## config.mk

```make
export PLATFORM = sky130hd
export DESIGN_NAME = adc_capture_ctrl
export DESIGN_NICKNAME = d
export VERILOG_FILES = /design/src/rtl/adc_capture_pkg.sv /design/src/rtl/adc_capture_ctrl.sv
export SDC_FILE = /design/constraint.sdc
export NUM_CORES = 1
export LEC_CHECK = 0
export ABC_CLOCK_PERIOD_IN_PS = 7100
export CAP_MARGIN = 20
export CORE_AREA = 2 2 143 145
export CTS_CLUSTER_SIZE = 30
export DETAILED_ROUTE_END_ITERATION = 12
export DIE_AREA = 0 0 145 147
export PLACE_DENSITY = 0.79
export SYNTH_ARGS = -nofsm -noshare
export SYNTH_HDL_FRONTEND = slang
export SYNTH_SLANG_ARGS = --single-unit
```

## constraint.sdc

```tcl
create_clock -name clk -period 7.1 [get_ports clk]
set_input_delay 1.42 -clock clk [delete_from_list [all_inputs] [get_ports clk]]
set_output_delay 1.42 -clock clk [all_outputs]
set_load 0.005 [all_outputs]
```

## src/rtl/adc_capture_pkg.sv

```systemverilog
// Shared types and sizing helpers for the ADC capture controller.
package adc_capture_pkg;

  typedef enum logic [1:0] {
    ST_IDLE    = 2'd0,
    ST_ARMED   = 2'd1,
    ST_CAPTURE = 2'd2,
    ST_DRAIN   = 2'd3
  } state_t;

  // Ceiling log2; clogb2(1) is 0.
  function automatic int clogb2(input int value);
    int r;
    r = 0;
    for (int i = 0; i < 31; i++) begin
      if ((1 << i) < value) r = i + 1;
    end
    return r;
  endfunction

  // Beat counter wide enough for len*channels plus one spare bit.
  function automatic int beat_cnt_width(input int len_width, input int no_channels);
    return len_width + clogb2(no_channels) + 1;
  endfunction

  localparam int DEF_BEAT_CNT_WIDTH = beat_cnt_width(16, 4);

endpackage

```

## src/rtl/adc_capture_ctrl.sv

```systemverilog
// Frame/trigger controller in front of the ADC-to-AXIS serializer: gates
// samples while capturing, counts overruns and marks the frame's last beat.
//
// state   | meaning
// IDLE    | waiting for arm
// ARMED   | config latched, waiting for trig_in rising edge
// CAPTURE | forwarding adc samples to the serializer
// DRAIN   | all samples taken, waiting for the last output beat
module adc_capture_ctrl
  import adc_capture_pkg::*;
#(
  parameter int AXIS_WIDTH  = 32,
  parameter int NO_CHANNELS = 4,
  parameter int LEN_WIDTH   = 16,
  parameter int OVR_WIDTH   = 16
) (
  input  logic                              clk,
  input  logic                              reset,
  input  logic                              adc_valid,
  input  logic [AXIS_WIDTH*NO_CHANNELS-1:0] adc_data,
  output logic                              ser_in_valid,
  input  logic                              ser_in_ready,
  output logic [AXIS_WIDTH*NO_CHANNELS-1:0] ser_in_data,
  input  logic                              axis_tvalid,
  input  logic                              axis_tready,
  output logic                              axis_tlast,
  input  logic [LEN_WIDTH-1:0]              cfg_frame_len,
  input  logic                              cfg_trig_en,
  input  logic                              cfg_continuous,
  input  logic                              arm,
  input  logic                              abort,
  input  logic                              trig_in,
  output logic                              busy,
  output logic                              frame_done,
  output logic                              cfg_err,
  output logic [OVR_WIDTH-1:0]              overrun_cnt
);

  localparam int BW = beat_cnt_width(LEN_WIDTH, NO_CHANNELS);

  state_t               state, state_nx;
  logic [LEN_WIDTH-1:0] len_q, len_nx;
  logic [LEN_WIDTH-1:0] sample_cnt, sample_cnt_nx, sample_cnt_inc;
  logic                 trig_en_q, trig_en_nx;
  logic                 cont_q, cont_nx;
  logic                 trig_d;
  logic [BW-1:0]        beat_cnt, beat_cnt_nx;
  logic [BW-1:0]        target, target_nx;
  logic [OVR_WIDTH-1:0] overrun_nx;
  logic                 cfg_err_nx;
  logic                 accept, drop, beat_hs, at_target, trig_rise, in_frame;

  // Index of the last beat for a frame of n samples.
  function automatic logic [BW-1:0] last_beat(input logic [LEN_WIDTH-1:0] n);
    return (BW'(n) * BW'(NO_CHANNELS)) - BW'(1);
  endfunction

  assign ser_in_data    = adc_data;
  assign in_frame       = (state == ST_CAPTURE) || (state == ST_DRAIN);
  assign accept         = (state == ST_CAPTURE) && adc_valid && ser_in_ready;
  assign drop           = (state == ST_CAPTURE) && adc_valid && !ser_in_ready;
  assign beat_hs        = in_frame && axis_tvalid && axis_tready;
  assign at_target      = (beat_cnt == target);
  assign trig_rise      = trig_in && !trig_d;
  assign sample_cnt_inc = sample_cnt + LEN_WIDTH'(accept);
  assign axis_tlast     = in_frame && at_target;
  assign busy           = (state != ST_IDLE);

  // Next-state, counter updates and combinational outputs.
  always_comb begin
    state_nx      = state;
    len_nx        = len_q;
    trig_en_nx    = trig_en_q;
    cont_nx       = cont_q;
    sample_cnt_nx = sample_cnt;
    beat_cnt_nx   = beat_cnt;
    target_nx     = target;
    overrun_nx    = overrun_cnt;
    cfg_err_nx    = 1'b0;
    frame_done    = 1'b0;
    ser_in_valid  = 1'b0;

    if (beat_hs) beat_cnt_nx = beat_cnt + BW'(1);

    case (state)
      ST_IDLE: begin
        if (arm && !abort) begin
          if (cfg_frame_len == '0) begin
            cfg_err_nx = 1'b1;
          end else begin
            len_nx        = cfg_frame_len;
            trig_en_nx    = cfg_trig_en;
            cont_nx       = cfg_continuous;
            sample_cnt_nx = '0;
            beat_cnt_nx   = '0;
            overrun_nx    = '0;
            target_nx     = last_beat(cfg_frame_len);
            state_nx      = cfg_trig_en ? ST_ARMED : ST_CAPTURE;
          end
        end
      end
      ST_ARMED: begin
        if (abort)          state_nx = ST_IDLE;
        else if (trig_rise) state_nx = ST_CAPTURE;
      end
      ST_CAPTURE: begin
        ser_in_valid = adc_valid;
        if (accept) sample_cnt_nx = sample_cnt_inc;
        if (drop && !(&overrun_cnt)) overrun_nx = overrun_cnt + OVR_WIDTH'(1);
        if (abort) begin
          // A sample accepted in the abort cycle still belongs to the frame.
          if (sample_cnt_inc == '0) begin
            state_nx = ST_IDLE;
          end else begin
            target_nx = last_beat(sample_cnt_inc);
            cont_nx   = 1'b0;
            state_nx  = ST_DRAIN;
          end
        end else if (accept && (sample_cnt == len_q - LEN_WIDTH'(1))) begin
          state_nx = ST_DRAIN;
        end
      end
      ST_DRAIN: begin
        if (beat_hs && at_target) begin
          frame_done = 1'b1;
          if (cont_q) begin
            sample_cnt_nx = '0;
            beat_cnt_nx   = '0;
            state_nx      = trig_en_q ? ST_ARMED : ST_CAPTURE;
          end else begin
            state_nx = ST_IDLE;
          end
        end
      end
      default: state_nx = ST_IDLE;
    endcase
  end

  // State, configuration and counter registers.
  always_ff @(posedge clk) begin
    if (reset) begin
      state       <= ST_IDLE;
      len_q       <= '0;
      trig_en_q   <= 1'b0;
      cont_q      <= 1'b0;
      trig_d      <= 1'b0;
      sample_cnt  <= '0;
      beat_cnt    <= '0;
      target      <= '0;
      overrun_cnt <= '0;
      cfg_err     <= 1'b0;
    end else begin
      state       <= state_nx;
      len_q       <= len_nx;
      trig_en_q   <= trig_en_nx;
      cont_q      <= cont_nx;
      trig_d      <= trig_in;
      sample_cnt  <= sample_cnt_nx;
      beat_cnt    <= beat_cnt_nx;
      target      <= target_nx;
      overrun_cnt <= overrun_nx;
      cfg_err     <= cfg_err_nx;
    end
  end

endmodule

```

**After elaboration in Yosys (flattened, before gate mapping)**

Index checks and enable logic that the tools add are counted.

- Bits in registers: 92
- Bits in latches: 0
- RAM bits: 0
- Bits in read-only memories: 0
- Output and inout bits: 149
- Memories kept: 0

- Add/sub/neg operators: 6
- $mul: 0
- Divide/modulo/power cells: 0
- Magnitude comparators: 0
- Eq/ne operators: 15
- Shift-type cells: 0
- Mux-type cells: 40
- Bitwise operators: 3
- Reductions and logical operators: 29

Operator list:

| operator | number |
|---|---|
| 2-to-1 mux 19 bit | 9 |
| 2-to-1 mux 16 bit | 6 |
| case mux 19 bit (2 select lines) | 2 |
| case mux 16 bit (3 select lines) | 1 |
| subtractor 18 x 1 -> 19 bit, second input constant | 2 |
| logical NOT 16 bit | 2 |
| case mux 16 bit (2 select lines) | 1 |
| 2-to-1 mux 2 bit | 11 |
| adder 19 x 1 -> 19 bit, second input constant | 1 |
| equality test 19 bit | 1 |
| adder 16 x 1 -> 16 bit | 1 |
| adder 16 x 1 -> 16 bit, second input constant | 1 |
| equality test 16 bit | 1 |
| AND reduction 16 bit | 1 |
| subtractor 16 x 1 -> 16 bit, second input constant | 1 |
| != test 2 bit, second input constant | 6 |
| logical AND 1 bit | 11 |
| AND reduction 5 bit | 2 |
| 2-to-1 mux 1 bit | 8 |
| case mux 2 bit (4 select lines) | 1 |
| AND reduction 6 bit | 1 |
| equality test 2 bit, second input constant | 2 |
| logical NOT 1 bit | 4 |
| != test 2 x 1 -> 1 bit, second input constant | 2 |
| 12 further kinds | 15 |

**Longest topological paths before layout**

- Depth after elaboration: 8
- Gate-level depth with buffers: 16

**Worst setup path before layout**

OpenSTA, ideal clock, no wires.

- Kind: input to register
- Start: input port ser_in_ready
- End: register cont_q
- Library setup time: 0.128 ns
- Data arrival time: 3.946 ns
- Required time: 6.972 ns
- Path slack: 3.027 ns
- Stages: 14
- Path buffers: 2
- Cell sequence: nand3_1 inv_1 ha_1 ha_1 nand2_1 nor4_1 nor4_1 a31o_2 nand4_1 o2bb2ai_1 buf_4 buf_4 mux2i_1 nor2_1

- Longest elaborated chain between the ends: 5

Ends and longest elaborated chain:

| what | RTL line | source |
|---|---|---|
| from (decl) | adc_capture_ctrl.sv:22 | `input logic ser_in_ready,` |
| logical AND 1 bit | adc_capture_ctrl.sv:60 | `assign accept = (state == ST_CAPTURE) && adc_valid && ser_in_ready;` |
| adder 16 x 1 -> 16 bit | adc_capture_ctrl.sv:65 | `assign sample_cnt_inc = sample_cnt + LEN_WIDTH'(accept);` |
| logical NOT 16 bit | adc_capture_ctrl.sv:112 | `if (sample_cnt_inc == '0) begin` |
| != test 2 bit (no source line) | n/a |  |
| AND reduction 5 bit (no source line) | n/a |  |
| to (signal assigned) | adc_capture_ctrl.sv:156 | `cont_q <= cont_nx;` |
| to (decl) | adc_capture_ctrl.sv:45 | `logic cont_q, cont_nx;` |

No other way between the ends.
A chain may end at the register's enable or synchronous reset.

**Worst setup path in the final report**

- Start: input port ser_in_ready
- End: register target[10]

- Longest elaborated chain between the ends: 6
- Elaborated cells between the ends (all ways): 9
- Those cells by class: add/sub (2); eq/ne (1); mux (3); reduce/logical (3)

Ends and longest elaborated chain:

| what | RTL line | source |
|---|---|---|
| logical AND 1 bit * | adc_capture_ctrl.sv:60 |  |
| adder 16 x 1 -> 16 bit * | adc_capture_ctrl.sv:65 |  |
| subtractor 18 x 1 -> 19 bit | adc_capture_ctrl.sv:55 | `return (BW'(n) * BW'(NO_CHANNELS)) - BW'(1);` |
| 2-to-1 mux 19 bit | adc_capture_ctrl.sv:112 |  |
| 2-to-1 mux 19 bit | adc_capture_ctrl.sv:110 | `if (abort) begin` |
| case mux 19 bit (2 select lines) | adc_capture_ctrl.sv:85 | `case (state)` |
| to (signal assigned) | adc_capture_ctrl.sv:160 | `target <= target_nx;` |
| to (decl) | adc_capture_ctrl.sv:48 | `logic [BW-1:0] target, target_nx;` |

Every way passes the cells marked *; elsewhere a longest branch is shown, timed or not. The select of a mux whose other input is x is not followed.

==> impl_metrics.xml <==
<?xml version="1.0" encoding="UTF-8"?>
<metrics>
  <group name="status">
    <metric name="status" unit="">finished, final reports clean</metric>
  </group>
  <group name="logic_synthesis">
    <metric name="synth_top_cell_area_share" unit="%">26.9</metric>
    <metric name="syn_nets" unit="">1044</metric>
    <metric name="yosys.area.top_type" unit="">sky130_fd_sc_hd__dfxtp_1</metric>
    <metric name="number_of_enable_type_register_cells_in_the_synthesized_netlist" unit="">0</metric>
    <metric name="ys_top_cells_by_area" unit="">sky130_fd_sc_hd__dfxtp_1 (27%), sky130_fd_sc_hd__buf_4 (14%), sky130_fd_sc_hd__xor2_1 (6.5%)</metric>
    <metric name="syn_area_per_cell" unit="µm²">7.73</metric>
    <metric name="yosys_warnings" unit="">0</metric>
    <metric name="synth.yosys.seq_area_share" unit="%">26.9</metric>
    <metric name="ys_dominant_reg_cell" unit="">sky130_fd_sc_hd__dfxtp_1</metric>
    <metric name="synth_cell_type_count" unit="">69</metric>
    <metric name="synth.cell_area" unit="µm²">6780</metric>
    <metric name="asyncSetResetFlopFracSynth" unit="%">0</metric>
    <metric name="postSynthCellCount" unit="">877</metric>
    <metric name="postSynthRegisterBits" unit="">91</metric>
  </group>
  <group name="clock_tree">
    <metric name="h-tree-depth" unit="">3</metric>
    <metric name="clk_root_buffer_cell" unit="">sky130_fd_sc_hd__clkbuf_16</metric>
    <metric name="ctsResizeCount" unit="">0</metric>
    <metric name="clk_path_buf_depth" unit="">2</metric>
    <metric name="cts_num_sinks" unit="">91</metric>
    <metric name="cts_made_buffers" unit="">9</metric>
    <metric name="cts_tree" unit="">done</metric>
    <metric name="cts-hold-fix-buffers" unit="">0</metric>
    <metric name="clkLatencyLatePin" unit="ns">0.36</metric>
    <metric name="post_cts.repair.setup_buffers" unit="">0</metric>
    <metric name="cts.clk_slew.worst_paths" unit="ns">0.07</metric>
  </group>
  <group name="timing">
    <metric name="min_period_over_period" unit="%">67.5</metric>
    <metric name="finalWorstPathRequiredPeriod" unit="ns">4.80</metric>
    <metric name="slew_viol_final" unit="">0</metric>
    <metric name="worst_slew_pin_slew" unit="ns">0.993</metric>
    <metric name="max_freq" unit="GHz">0.209</metric>
    <metric name="setup_viol_count_final" unit="">0</metric>
    <metric name="final.setup.tns" unit="ns">0</metric>
    <metric name="hold_violations" unit="">0</metric>
    <metric name="clock_skew" unit="ns">0.00787</metric>
    <metric name="worst_slew_slack_as_a_fraction_of_its_limit" unit="%">33.6</metric>
    <metric name="hold_ws" unit="ns">0.491</metric>
    <metric name="grt_setup_unrepaired" unit="">false</metric>
    <metric name="final_critical_path_setup_slack" unit="ns">2.30</metric>
  </group>
  <group name="route">
    <metric name="antenna_violating_nets_left" unit="">0</metric>
    <metric name="detail_route.first_pass.iterations" unit="">5</metric>
    <metric name="route.final.wire_length" unit="µm">16900</metric>
    <metric name="remaining_drc_errors" unit="">0</metric>
    <metric name="route.detailed.wl_per_inst" unit="µm">16.1</metric>
    <metric name="dr_total_vias" unit="">5624</metric>
    <metric name="drt_iter0_markers" unit="">474</metric>
    <metric name="vias_per_cell" unit="">5.38</metric>
  </group>
  <group name="finish">
    <metric name="antenna-diode-count" unit="">0</metric>
    <metric name="area_growth" unit="%">0.388</metric>
    <metric name="nets" unit="">937</metric>
    <metric name="postLayoutCoreUtil" unit="%">34.3</metric>
    <metric name="layout-drive-gt1-share" unit="%">4.13</metric>
  </group>
  <group name="pwr">
    <metric name="leakage" unit="nW">2.53</metric>
    <metric name="cellPowerDensity" unit="nW/µm²">260</metric>
    <metric name="power_frac_seq" unit="%">33.5</metric>
    <metric name="power.share.clock" unit="%">28.8</metric>
    <metric name="worst_ir_drop_on_vdd" unit="µV">138</metric>
    <metric name="power.switching" unit="W">0.000683</metric>
    <metric name="p_int" unit="W">0.00109</metric>
    <metric name="netSwitchingFraction" unit="%">38.6</metric>
    <metric name="share_comb_of_total_power" unit="%">37.8</metric>
  </group>
  <group name="floorplanning">
    <metric name="initial_utilization" unit="%">34.2</metric>
    <metric name="core.rowCount" unit="">52</metric>
    <metric name="num_io_pins" unit="">304</metric>
    <metric name="full_die_area" unit="µm²">21300</metric>
    <metric name="chipWidth" unit="µm">145</metric>
    <metric name="die_height" unit="µm">147</metric>
    <metric name="floorplan.core_area" unit="µm²">19800</metric>
  </group>
  <group name="grt">
    <metric name="grt.total_usage" unit="%">15.6</metric>
    <metric name="first_global_vias" unit="">5053</metric>
    <metric name="wire_length_of_the_first_global_routing_pass" unit="µm">27000</metric>
    <metric name="maximum_number_of_pins_on_one_net_before_global_route_repair" unit="">60</metric>
    <metric name="antenna_found_initial" unit="">0</metric>
    <metric name="grt.overflow.total" unit="">0</metric>
    <metric name="grt_use_met3" unit="%">4.97</metric>
    <metric name="met1_usage" unit="%">21.0</metric>
    <metric name="grt-busiest-layer" unit="">met2</metric>
    <metric name="globalRouteMet2Util" unit="%">22.9</metric>
  </group>
  <group name="critical_path">
    <metric name="critPathRequiredTime" unit="ns">7.32</metric>
    <metric name="worstSetupEndpointType" unit="">flop</metric>
    <metric name="worstPathMaxFanout" unit="">28</metric>
    <metric name="crit_path_cell_trace" unit="">clkdlybuf4s50_1 -&gt; nand3_1 -&gt; inv_1 -&gt; ha_1 -&gt; ha_1 -&gt; nand2_1 -&gt; nor4_1 -&gt; nor4_1 -&gt; a31o_2 -&gt; nand4_1 -&gt; o2bb2ai_2 -&gt; buf_4 -&gt; mux2i_1 -&gt; nor2_1</metric>
    <metric name="critPathSlowestCell" unit="">sky130_fd_sc_hd__nor4_1</metric>
    <metric name="worstSetupPathType" unit="">in2reg</metric>
    <metric name="critPathMaxStageDelay" unit="ns">0.85</metric>
    <metric name="worst_setup_path_start_kind" unit="">input pin</metric>
    <metric name="critical_path_arrival" unit="ns">5.01</metric>
  </group>
  <group name="place">
    <metric name="port_buffers" unit="">47</metric>
    <metric name="place_hpwl" unit="µm">12300</metric>
    <metric name="gpl.final_weighted_congestion" unit="">0.952</metric>
    <metric name="detailedPlace.worstSlack" unit="ns">2.01</metric>
  </group>
  <group name="flow_run">
    <metric name="max_cap_viol_count" unit="">0</metric>
  </group>
  <group name="min_path">
    <metric name="type_of_the_most_critical_hold_path" unit="">reg2reg</metric>
  </group>
</metrics>
==> cell type report <==
type	count	area, µm²
Timing Repair Buffer	52	503
Clock buffer	10	239
Clock inverter	6	72.6
Sequential cell	91	1820
Inverter	27	101
Multi-Input combinational cell	589	3730
Fill cell	2059	13000
Tap cell	270	338
==> sequential cells by signal (all words and copies together), names as in the netlist <==
register / cells
target: 18
len_q: 16
cont_q: 1
cfg_err: 1
trig_d: 1
overrun_cnt: 16
sample_cnt: 16
beat_cnt: 19
state: 2
trig_en_q: 1
==> layout by cell type, fill, tap and decap left out, types with 3 or more instances in the layout <==
cell	Yosys	final
sky130_fd_sc_hd__ha_1	12	12
sky130_fd_sc_hd__xnor2_1	44	44
sky130_fd_sc_hd__nor3b_1	4	4
sky130_fd_sc_hd__o211ai_1	5	5
sky130_fd_sc_hd__or4_1	4	4
sky130_fd_sc_hd__nor4_1	15	15
sky130_fd_sc_hd__buf_4	130	5
sky130_fd_sc_hd__o211a_1	3	3
sky130_fd_sc_hd__nand4_1	16	16
sky130_fd_sc_hd__clkbuf_16	0	9
sky130_fd_sc_hd__nand3_1	27	27
sky130_fd_sc_hd__a21oi_1	50	50
sky130_fd_sc_hd__nor2b_1	4	4
sky130_fd_sc_hd__a31oi_1	6	6
sky130_fd_sc_hd__and4_1	5	5
sky130_fd_sc_hd__inv_1	27	27
sky130_fd_sc_hd__clkinv_4	0	3
sky130_fd_sc_hd__xor2_1	50	50
sky130_fd_sc_hd__dfxtp_1	91	91
sky130_fd_sc_hd__nor3_1	27	27
sky130_fd_sc_hd__a211oi_1	9	9
sky130_fd_sc_hd__o31a_1	3	3
sky130_fd_sc_hd__mux2i_1	28	28
sky130_fd_sc_hd__nand3b_1	5	5
sky130_fd_sc_hd__a32o_1	3	3
sky130_fd_sc_hd__and3_1	9	9
sky130_fd_sc_hd__nand2_1	50	50
sky130_fd_sc_hd__clkdlybuf4s50_1	0	46
sky130_fd_sc_hd__o21ai_0	27	27
sky130_fd_sc_hd__or3_1	18	18
sky130_fd_sc_hd__nor2_1	113	113
sky130_fd_sc_hd__and2_1	6	6
==> stage by stage <==
stage	cell area [µm²]	cells	total power, W
global placement	6490	1028	0.00125
floorplan	6780	877	0.00113
detailed placement	6490	1028	0.00125
CTS	6800	1044	0.00177
finish	6810	1045	0.00177
global route	6810	1045	0.00186
==> worst max-delay path, delay by kind of cell <==
kind | cells | cell delay [ns]
adder cells (fa/ha/maj) | 2 | 0.55
buffers and inverters | 3 | 0.92
multiplexers | 1 | 0.23
AND/OR/NAND/NOR | 6 | 1.49
AO/OA/AOI/OAI | 2 | 0.39
==> cells by family after synthesis <==
kind of cell | after synthesis | share of synthesized area (%)
adders and majority gates | 12 | 2.21
and+or+nand+nor | 315 | 22.9
xor gates and xnor gates | 94 | 12.1
muxes | 29 | 4.30
DFF | 91 | 26.9
buffers and inverters | 197 | 18.2
AOI/OAI and AO/OA | 139 | 13.4
==> path summary, 6_finish.rpt <==
| path | start | endpoint | slack [ns] | depth (start not counted) |
|---|---|---|---|---|
| worst max-delay path | ser_in_ready | target[10] | 2.30 | 14 |
| worst max register to register | state[0] | sample_cnt[7] | 3.07 | 10 |
| worst min register to register | target[16] | target[16] | 0.49 | 2 |
| worst min-delay path | target[16] | target[16] | 0.49 | 2 |
==> per-layer routing <==
metal / up-vias / share of wire (%)
met5: - / 0
met4: 0 / 3.4
met3: 66 / 9.5
met2: 251 / 43
met1: 2614 / 45
li1: 2693 / -
==> power by group through the flow <==
stage | Combinational (W) | Sequential, W | Clock (W)
finish | 0.000668 | 0.000593 | 0.000509
global route | 0.000726 | 0.000597 | 0.000539
CTS | 0.000655 | 0.000592 | 0.000518
detailed placement | 0.000651 | 0.000604 | 0
global placement | 0.000648 | 0.000602 | 0
floorplan | 0.000542 | 0.000592 | 0
==> synthesized netlist by cell type, types with 6 or more instances <==
master                       n
sky130_fd_sc_hd__and3_1      9
sky130_fd_sc_hd__a31oi_1     6
sky130_fd_sc_hd__a21oi_1    50
sky130_fd_sc_hd__mux2i_1    28
sky130_fd_sc_hd__or3_1      18
sky130_fd_sc_hd__nand3_1    27
sky130_fd_sc_hd__xor2_1     50
sky130_fd_sc_hd__buf_4     130
sky130_fd_sc_hd__nand2_1    50
sky130_fd_sc_hd__dfxtp_1    91
sky130_fd_sc_hd__inv_1      27
sky130_fd_sc_hd__nor3_1     27
sky130_fd_sc_hd__o21ai_0    27
sky130_fd_sc_hd__nand4_1    16
sky130_fd_sc_hd__a211oi_1    9
sky130_fd_sc_hd__nor2_1    113
sky130_fd_sc_hd__xnor2_1    44
sky130_fd_sc_hd__ha_1       12
sky130_fd_sc_hd__clkbuf_1   33
sky130_fd_sc_hd__nor4_1     15
sky130_fd_sc_hd__and2_1      6
Note: power is estimated with default switching activity, not from simulation.
